## config.mk

```make
export PLATFORM = sky130hd
export DESIGN_NAME = aes128_ctr_sched
export DESIGN_NICKNAME = d
export VERILOG_FILES = /design/src/rtl/aes128_ctr_sched.sv
export SDC_FILE = /design/constraint.sdc
export NUM_CORES = 1
export LEC_CHECK = 0
export CORE_AREA = 2 2 361 363
export CTS_BUF_LIST = sky130_fd_sc_hd__clkbuf_8
export DETAILED_ROUTE_END_ITERATION = 16
export DIE_AREA = 0 0 363 365
export PLACE_DENSITY = 0.49
export SETUP_SLACK_MARGIN = 0.3
export SLEW_MARGIN = 20
export SYNTH_ARGS = -nofsm -noshare
export SYNTH_HDL_FRONTEND = slang
export SYNTH_SLANG_ARGS = --single-unit
export TNS_END_PERCENT = 100
```

## constraint.sdc

```tcl
create_clock -name pi_clk -period 2.9 [get_ports pi_clk]
set_clock_uncertainty 0.05 [all_clocks]
set_input_delay 0.58 -clock pi_clk [delete_from_list [all_inputs] [get_ports pi_clk]]
set_output_delay 0.58 -clock pi_clk [all_outputs]
set_load 0.01 [all_outputs]
```

## src/rtl/aes128_ctr_sched.sv

```systemverilog
// CTR-mode sequencer for a shared aes128 core: drives nonce||counter blocks
// into the core, captures the keystream and XORs it with streamed plaintext.
module aes128_ctr_sched #(
  parameter int unsigned CNT_W   = 8,
  parameter int unsigned BLK_W   = 16,
  parameter int unsigned TIMEOUT = 64
) (
  input  logic                 pi_clk,
  input  logic                 pi_rst_n,
  input  logic                 pi_cfg_valid,
  output logic                 po_cfg_ready,
  input  logic [127:0]         pi_key,
  input  logic [127-CNT_W:0]   pi_nonce,
  input  logic [CNT_W-1:0]     pi_cnt_init,
  input  logic [BLK_W-1:0]     pi_num_blk,
  input  logic                 pi_in_valid,
  output logic                 po_in_ready,
  input  logic [127:0]         pi_in_data,
  output logic                 po_out_valid,
  input  logic                 pi_out_ready,
  output logic [127:0]         po_out_data,
  output logic                 po_aes_start,
  output logic [127:0]         po_aes_key,
  output logic [127:0]         po_aes_data,
  input  logic                 pi_aes_done,
  input  logic [127:0]         pi_aes_out,
  output logic                 po_busy,
  output logic                 po_msg_done,
  output logic [1:0]           po_err
);

  localparam int unsigned NONCE_W = 128 - CNT_W;
  localparam int unsigned TMO_W   = $clog2(TIMEOUT + 1);

  typedef enum logic [2:0] {
    S_IDLE = 3'd0,
    S_GEN  = 3'd1,
    S_WAIT = 3'd2,
    S_DATA = 3'd3,
    S_OUT  = 3'd4
  } state_t;

  state_t             state;
  state_t             next_state;

  logic [NONCE_W-1:0] nonce;
  logic [CNT_W-1:0]   cnt;
  logic [BLK_W-1:0]   remaining;
  logic [127:0]       keystream;
  logic [TMO_W-1:0]   tmo_cnt;

  logic ld_cfg;
  logic ks_ld;
  logic in_fire;
  logic out_fire;
  logic tmo_fire;
  logic last_blk;
  logic cnt_max;
  logic msg_end;

  logic cfg_ready_d;
  logic busy_d;
  logic in_ready_d;
  logic out_valid_d;
  logic start_d;
  logic msg_done_d;

  // Transaction events decoded from the current state and handshakes
  assign ld_cfg   = (state == S_IDLE) && pi_cfg_valid;
  assign ks_ld    = (state == S_WAIT) && pi_aes_done;
  assign in_fire  = (state == S_DATA) && pi_in_valid;
  assign out_fire = (state == S_OUT)  && pi_out_ready;
  assign tmo_fire = (state == S_WAIT) && !pi_aes_done &&
                    (tmo_cnt == TMO_W'(TIMEOUT - 1));
  assign last_blk = (remaining == BLK_W'(1));
  assign cnt_max  = (cnt == {CNT_W{1'b1}});
  assign msg_end  = tmo_fire || (out_fire && (last_blk || cnt_max));

  // State register
  always_ff @(posedge pi_clk or negedge pi_rst_n) begin
    if (!pi_rst_n) state <= S_IDLE;
    else           state <= next_state;
  end

  // Next-state decode
  always_comb begin
    next_state = state;
    case (state)
      S_IDLE: if (ld_cfg) next_state = S_GEN;
      S_GEN:  next_state = S_WAIT;
      S_WAIT: begin
        if (ks_ld)         next_state = S_DATA;
        else if (tmo_fire) next_state = S_IDLE;
      end
      S_DATA: if (in_fire) next_state = S_OUT;
      S_OUT: begin
        if (out_fire) next_state = (last_blk || cnt_max) ? S_IDLE : S_GEN;
      end
      default: next_state = S_IDLE;
    endcase
  end

  // Next values of the registered control outputs, aligned with next_state
  always_comb begin
    cfg_ready_d = 1'b0;
    busy_d      = 1'b0;
    in_ready_d  = 1'b0;
    out_valid_d = 1'b0;
    start_d     = 1'b0;
    msg_done_d  = msg_end;
    case (next_state)
      S_IDLE:  cfg_ready_d = 1'b1;
      S_GEN:   begin busy_d = 1'b1; start_d = 1'b1; end
      S_DATA:  begin busy_d = 1'b1; in_ready_d = 1'b1; end
      S_OUT:   begin busy_d = 1'b1; out_valid_d = 1'b1; end
      default: busy_d = 1'b1;
    endcase
  end

  // Control output registers
  always_ff @(posedge pi_clk or negedge pi_rst_n) begin
    if (!pi_rst_n) begin
      po_cfg_ready <= 1'b1;
      po_busy      <= 1'b0;
      po_in_ready  <= 1'b0;
      po_out_valid <= 1'b0;
      po_aes_start <= 1'b0;
      po_msg_done  <= 1'b0;
    end else begin
      po_cfg_ready <= cfg_ready_d;
      po_busy      <= busy_d;
      po_in_ready  <= in_ready_d;
      po_out_valid <= out_valid_d;
      po_aes_start <= start_d;
      po_msg_done  <= msg_done_d;
    end
  end

  // Message context: key, nonce, counter, block count and core data word
  always_ff @(posedge pi_clk or negedge pi_rst_n) begin
    if (!pi_rst_n) begin
      po_aes_key  <= '0;
      po_aes_data <= '0;
      nonce       <= '0;
      cnt         <= '0;
      remaining   <= '0;
    end else if (ld_cfg) begin
      po_aes_key  <= pi_key;
      po_aes_data <= {pi_nonce, pi_cnt_init};
      nonce       <= pi_nonce;
      cnt         <= pi_cnt_init;
      remaining   <= (pi_num_blk == '0) ? BLK_W'(1) : pi_num_blk;
    end else if (out_fire) begin
      remaining <= remaining - BLK_W'(1);
      // Counter only advances when another block will actually be generated
      if (!last_blk && !cnt_max) begin
        cnt         <= cnt + CNT_W'(1);
        po_aes_data <= {nonce, cnt + CNT_W'(1)};
      end
    end
  end

  // Keystream capture and ciphertext register
  always_ff @(posedge pi_clk or negedge pi_rst_n) begin
    if (!pi_rst_n) begin
      keystream   <= '0;
      po_out_data <= '0;
    end else begin
      if (ks_ld)   keystream   <= pi_aes_out;
      if (in_fire) po_out_data <= pi_in_data ^ keystream;
    end
  end

  // Core-response watchdog, counts cycles spent in WAIT
  always_ff @(posedge pi_clk or negedge pi_rst_n) begin
    if (!pi_rst_n)            tmo_cnt <= '0;
    else if (state == S_WAIT) tmo_cnt <= tmo_cnt + TMO_W'(1);
    else                      tmo_cnt <= '0;
  end

  // Sticky error flags, cleared when a new message is accepted
  always_ff @(posedge pi_clk or negedge pi_rst_n) begin
    if (!pi_rst_n) begin
      po_err <= 2'b00;
    end else if (ld_cfg) begin
      po_err <= 2'b00;
    end else begin
      if (out_fire && !last_blk && cnt_max) po_err[0] <= 1'b1;
      if (tmo_fire)                         po_err[1] <= 1'b1;
    end
  end

endmodule

```

# Yosys cells after proc, flatten, opt, wreduce, memory -nomap -nowiden
# Index checks and enable logic that the tools add are counted.
[totals]
word_cells = 79
reg_bits = 674
output_inout_bits = 392
[op_classes]
n_eq_ne = 10
n_reduce_logical = 23
muxes = 25
n_addsub = 3
bitwise_logic = 1
[op_table]
columns = ["operator", "count"]
rows = [
  ["$mux 128", 3],
  ["$xor 128x128->128", 1],
  ["$mux 16", 3],
  ["$mux 8", 3],
  ["$eq 16x1->1 const B", 1],
  ["$logic_not 16->1", 1],
  ["$sub 16x1->16 const B", 1],
  ["$mux 3", 5],
  ["$pmux 3 s5", 1],
  ["$logic_and 1x1->1", 10],
  ["$eq 3x2->1 const B", 3],
  ["$add 8x1->8 const B", 1],
  ["$eq 8x8->1 const B", 1],
  ["$mux 1", 8],
  ["$reduce_bool 2->1", 4],
  ["$add 7x1->7 const B", 1],
  ["$eq 7x6->1 const B", 1],
  ["$mux 7", 1],
  ["$eq 3x1->1 const B", 2],
  ["$eq 3x3->1 const B", 2],
  ["$logic_not 3->1", 2],
  ["$logic_not 1->1", 3],
  ["$logic_or 1x1->1", 2],
  ["$mux 2", 1],
  ["$reduce_and 2->1", 1],
]

# Longest topological paths before layout
[depth]
depth_word = 8
mapped_depth = 8
depth_no_buf = 7

# Least setup slack after synthesis
# Ideal clock, no wire load.
[synth_path]
path_type = "reg-to-reg"
start = "register remaining[0]"
end = "register po_aes_data[100]"
n_path_buf = 2
synth_period_minus_slack_ns = 2.135
path_slack_ns = 0.765
setup_ns = 0.125
arrival_time_ns = 1.959
stages_incl_launch_ff = 8
path_cell_list = "dfrtp_1 > ha_1 > nor4b_2 > and4_4 > o31ai_2 > buf_6 > buf_6 > mux2_4"
[synth_via]
elab_chain_len = 5
[synth_rtl]
columns = ["item", "line", "text"]
rows = [
  ["start: declaration", "48", "logic [BLK_W-1:0] remaining;"],
  ["start signal: assignment", "152", "remaining <= (pi_num_blk == '0) ? BLK_W'(1) : pi_num_blk;"],
  ["start signal: assignment", "154", "remaining <= remaining - BLK_W'(1);"],
  ["$eq 16x1->1", "75", "assign last_blk = (remaining == BLK_W'(1));"],
  ["$logic_not 1->1", "156", "if (!last_blk && !cnt_max) begin"],
  ["$logic_and 1x1->1", "156", ""],
  ["$reduce_bool 2->1 (no line)", "-", ""],
  ["$reduce_and 2->1 (no line)", "-", ""],
  ["end signal: assignment", "149", "po_aes_data <= {pi_nonce, pi_cnt_init};"],
  ["end signal: assignment", "158", "po_aes_data <= {nonce, cnt + CNT_W'(1)};"],
  ["end: declaration", "24", "output logic [127:0] po_aes_data,"],
]
# Every way passes these cells.
# A chain may end at the register's enable or synchronous reset.

# Worst setup path in the final report
[layout_path]
start = "register po_aes_key[18]"
end = "output po_aes_key[18]"
[layout_lines]
columns = ["item", "line", "text"]
rows = [
  ["start: declaration", "23", "output logic [127:0] po_aes_key,"],
  ["start signal: assignment", "148", "po_aes_key <= pi_key;"],
]
# No word-level cell between the ends.

==> metrics.txt <==
# TYPE chip_impl_metric gauge
chip_impl_info{name="crit_start",value="po_aes_key[18]"} 1
chip_impl_metric{name="power.share.switching",unit="%"} 34.2
chip_impl_metric{name="synth_cells",unit=""} 2339
chip_impl_metric{name="dp.final_hpwl",unit="um"} 77700
chip_impl_metric{name="drv_slew",unit=""} 0
chip_impl_metric{name="worst_setup_slack_post_dpl",unit="ns"} 0.0567
chip_impl_metric{name="synthSimpleGateAreaFrac",unit="%"} 14.7
chip_impl_metric{name="crit_fanout",unit=""} 2
chip_impl_metric{name="synth-compound-area-share",unit="%"} 3.28
chip_impl_metric{name="cts.clk_slew.worst_paths",unit="ns"} 0.06
chip_impl_metric{name="internal_power",unit="uW"} 28700
chip_impl_metric{name="max_freq",unit="MHz"} 405
chip_impl_metric{name="min_period_over_period",unit="%"} 85.1
chip_impl_metric{name="ys_types",unit=""} 53
chip_impl_info{name="worstSetupStartpointType",value="flip-flop"} 1
chip_impl_info{name="endpoint_class_of_the_critical_path",value="output port"} 1
chip_impl_info{name="dr.max_layer_used",value="met5"} 1
chip_impl_info{name="worst_path_max_delay_cell",value="sky130_fd_sc_hd__clkdlybuf4s50_1"} 1
chip_impl_metric{name="ys_seq_elements",unit=""} 666
chip_impl_info{name="crit_type",value="flip-flop to output port"} 1
chip_impl_info{name="main_combinational_cell_family_by_area_after_synthesis",value="simple AND/OR/NAND/NOR gates"} 1
chip_impl_metric{name="cts_made_buffers",unit=""} 133
chip_impl_info{name="grt_setup_unrepaired",value="no"} 1
chip_impl_info{name="tritoncts",value="done"} 1
chip_impl_metric{name="clock_tree.buffer_depth",unit=""} 3
chip_impl_metric{name="fin_ws",unit="ns"} 0.432
chip_impl_metric{name="synth.cell_area",unit="um^2"} 26600
chip_impl_metric{name="worst_ir_drop_vdd",unit="mV"} 0.513
chip_impl_metric{name="grt_antenna_before_repair",unit=""} 31
chip_impl_metric{name="layout.nets",unit=""} 3897
chip_impl_metric{name="synth.area.mux_share",unit="%"} 11.8
chip_impl_metric{name="wl_met3",unit="um"} 9190
chip_impl_metric{name="combinationalPowerShare",unit="%"} 40.8
chip_impl_metric{name="fillerInstances",unit=""} 13100
chip_impl_metric{name="synth_fa_ha_area_share",unit="%"} 0.188
chip_impl_metric{name="die_h",unit="um"} 365
chip_impl_metric{name="grt_pass1_wl",unit="um"} 146000
chip_impl_metric{name="floorplan.initialDensity",unit="%"} 20.7
chip_impl_info{name="worstPathCellList",value="clkdlybuf4s50_1"} 1
chip_impl_info{name="hold_class",value="input pin to flip-flop"} 1
chip_impl_metric{name="clock_sinks",unit=""} 666
chip_impl_metric{name="grt_overflow",unit=""} 0
chip_impl_metric{name="cts_setup_buffers",unit=""} 0
chip_impl_info{name="synth-main-ff-cell",value="sky130_fd_sc_hd__dfrtp_1"} 1
chip_impl_metric{name="gpl_wtd_cong",unit=""} 0.825
chip_impl_metric{name="arrival",unit="ns"} 1.84
chip_impl_metric{name="synth_sequential_area_ratio",unit="%"} 62.6
chip_impl_metric{name="clk-insertion-delay-late",unit="ns"} 0.78
chip_impl_metric{name="finalHoldViolations",unit=""} 0
chip_impl_metric{name="worst_hold_slack",unit="ns"} 0.284
chip_impl_metric{name="detail_route.first_pass.iterations",unit=""} 5
chip_impl_metric{name="drt-wirelength-per-cell",unit="um"} 20.0
chip_impl_metric{name="synth.avg_cell_area",unit="um^2"} 11.4
chip_impl_metric{name="critical_path.max_stage_delay",unit="ns"} 0.59
chip_impl_info{name="critPathTopFamily",value="buffers and inverters"} 1
chip_impl_metric{name="floorplan.die_area",unit="um^2"} 132000
chip_impl_metric{name="wl_met1",unit="um"} 40500
chip_impl_metric{name="total_switching_power",unit="uW"} 14900
chip_impl_info{name="timing.rr.start",value="remaining[0]"} 1
chip_impl_metric{name="ctsHtreeMaxLevel",unit=""} 4
chip_impl_metric{name="final-setup-viol-count",unit=""} 0
chip_impl_metric{name="detailroute.wirelength.met2",unit="um"} 49700
chip_impl_metric{name="boundaryPins",unit=""} 926
chip_impl_metric{name="placement.io_buffers",unit=""} 925
chip_impl_info{name="most-common-layout-cells",value="914 x sky130_fd_sc_hd__clkdlybuf4s50_1, 898 x sky130_fd_sc_hd__nand2_1, 664 x sky130_fd_sc_hd__dfrtp_1"} 1
chip_impl_metric{name="async_flop_share",unit="%"} 100
chip_impl_metric{name="ys.warnings.count",unit=""} 0
chip_impl_metric{name="leakage",unit="uW"} 0.0183
chip_impl_metric{name="die_w",unit="um"} 363
chip_impl_metric{name="worstMarginPinSlew",unit="ns"} 0.517
chip_impl_metric{name="syn-num-nets",unit=""} 2877
chip_impl_metric{name="route.vias.total",unit=""} 20400
chip_impl_metric{name="final_layout_size_suffix_gt1_share",unit="%"} 15.2
chip_impl_info{name="cts_root_buf",value="sky130_fd_sc_hd__clkbuf_8"} 1
chip_impl_metric{name="max_cap_violations",unit=""} 0
chip_impl_metric{name="timing.slew.headroom",unit="%"} 65.5
chip_impl_info{name="outcome",value="finished clean"} 1
chip_impl_metric{name="design.core.area",unit="um^2"} 129000
chip_impl_metric{name="totalNegativeSetupSlack",unit="ns"} 0
chip_impl_metric{name="synth-xor-area-share",unit="%"} 4.93
chip_impl_metric{name="detailed_route_wire_length",unit="um"} 102000
chip_impl_metric{name="synth_edf_count",unit=""} 0
chip_impl_metric{name="tmin_final",unit="ns"} 2.47
chip_impl_metric{name="syn_to_final_growth",unit="%"} 54.1
chip_impl_metric{name="post_drt_via_cell_ratio",unit=""} 3.98
chip_impl_metric{name="pwr_dens",unit="nW/um^2"} 1060
chip_impl_metric{name="seqPwrFrac",unit="%"} 37.2
chip_impl_metric{name="power_frac_clock",unit="%"} 22.0
chip_impl_metric{name="grt.total_usage",unit="%"} 15.1
chip_impl_info{name="layout.cells.most_common",value="sky130_fd_sc_hd__clkdlybuf4s50_1"} 1
chip_impl_info{name="hold_path_startpoint",value="pi_key[71]"} 1
chip_impl_metric{name="drt_iter0_drc",unit=""} 987
chip_impl_metric{name="remaining_drc_errors",unit=""} 0
chip_impl_metric{name="vias_in_the_first_global_route",unit=""} 21200
chip_impl_metric{name="num_rows",unit=""} 132
chip_impl_metric{name="largest_net_degree_at_the_start_of_global_routing",unit=""} 104
chip_impl_metric{name="cp.buffers_inverters",unit=""} 1
chip_impl_metric{name="drt.antenna.violating_nets",unit=""} 0
chip_impl_metric{name="cp_data_required_time",unit="ns"} 2.27
[cell usage after synthesis (2+ instances only)]
master / count / area (um^2)
sky130_fd_sc_hd__buf_1: 4 / 15.0
sky130_fd_sc_hd__a221o_1: 2 / 20.0
sky130_fd_sc_hd__clkbuf_1: 26 / 97.6
sky130_fd_sc_hd__dfrtp_1: 665 / 16600
sky130_fd_sc_hd__nand4_1: 4 / 25.0
sky130_fd_sc_hd__buf_4: 12 / 90.1
sky130_fd_sc_hd__nand3b_1: 2 / 15.0
sky130_fd_sc_hd__nor2_1: 26 / 97.6
sky130_fd_sc_hd__ha_1: 4 / 50.1
sky130_fd_sc_hd__and3_1: 4 / 25.0
sky130_fd_sc_hd__inv_1: 4 / 15.0
sky130_fd_sc_hd__xnor2_1: 138 / 1210
sky130_fd_sc_hd__nand2_1: 898 / 3370
sky130_fd_sc_hd__mux2_4: 89 / 1340
sky130_fd_sc_hd__nor4_1: 8 / 50.1
sky130_fd_sc_hd__nor3_1: 7 / 35.0
sky130_fd_sc_hd__mux2_2: 159 / 1790
sky130_fd_sc_hd__mux2i_1: 2 / 20.0
sky130_fd_sc_hd__o21ai_1: 2 / 10.0
sky130_fd_sc_hd__or3_1: 3 / 18.8
sky130_fd_sc_hd__and4_1: 2 / 17.5
sky130_fd_sc_hd__nand2b_1: 3 / 18.8
sky130_fd_sc_hd__a21oi_1: 6 / 30.0
sky130_fd_sc_hd__nand4b_1: 2 / 17.5
sky130_fd_sc_hd__nor4_4: 2 / 42.5
sky130_fd_sc_hd__xor2_1: 12 / 105
sky130_fd_sc_hd__buf_2: 66 / 330
sky130_fd_sc_hd__nand3_1: 8 / 40.0
sky130_fd_sc_hd__o21ai_0: 145 / 726
sky130_fd_sc_hd__buf_6: 10 / 113
sky130_fd_sc_hd__a31oi_1: 2 / 12.5
[worst paths after layout]
check | cells past startpoint | endpoint | slack (ns)
setup reg to reg | 7 | po_aes_data[99] | 0.47
hold reg to reg | 2 | nonce[4] | 0.41
hold / removal | 3 | po_aes_key[71] | 0.28
min in group asynchronous | 2 | keystream[100] | 0.30
max in group asynchronous | 4 | po_aes_data[119] | 1.63
setup / recovery | 1 | po_aes_key[18] | 0.43
[state kept, by name, indices dropped and copies added (netlist names), 2 cells and up]
name         count
po_err           2
po_aes_key     128
state            3
po_aes_data    128
po_out_data    128
remaining       16
nonce          120
tmo_cnt          7
keystream      128
[power groups by stage]
stage / Clock [uW] / Sequential [uW] / Combinational, uW
2_1_floorplan: 0 / 17000 / 7790
3_5_place_dp: 0 / 16400 / 18300
5_1_grt: 10500 / 16800 / 19400
4_1_cts: 10100 / 16300 / 18300
3_3_place_gp: 0 / 16300 / 18100
6_report: 9600 / 16200 / 17800
[layout make-up]
type                    instances  area, um^2  share of cell area, %
flip-flops and latches        666       16700                   40.6
multi-input cells            1551        9330                   22.7
clock inverters                57         369                  0.899
well taps                    1675        2100                   5.11
clock buffers                 163        2240                   5.47
repair buffers               1003       10300                   25.1
diodes                         10        25.0                 0.0610
inverters                       4        15.0                 0.0366
[timing repair]
item,4_1_cts,5_1_grt
hold buffers,1,0
hold endpoints to repair,89,0
setup endpoints to repair,10,35
cloned,0,0
gates resized for setup,10,2
pin swaps,0,0
[stage by stage]
step,utilization (%),total power [uW],std cells,area [um^2]
global placement,29.8,34400,4898,38400
finish,31.9,43600,5129,41000
floorplan,-,24800,2339,26600
CTS,31.9,44600,5119,41000
global route,31.9,46700,5121,41000
detailed placement,29.8,34700,4898,38400
[cells by family after synthesis]
group                      Yosys count
and+or+nand+nor                    982
AOI/OAI and AO/OA                  165
buffers and inverters              122
adders and majority gates            4
muxes                              250
xor gates and xnor gates           150
DFF                                666
[metal layers]
layer | up-vias | global-route usage (%)
met5 | - | 0
li1 | 9630 | -
met2 | 685 | 25.3
met1 | 9834 | 17.3
met4 | 48 | 4.60
met3 | 194 | 6.50
Note: power is estimated with default switching activity, not from simulation.
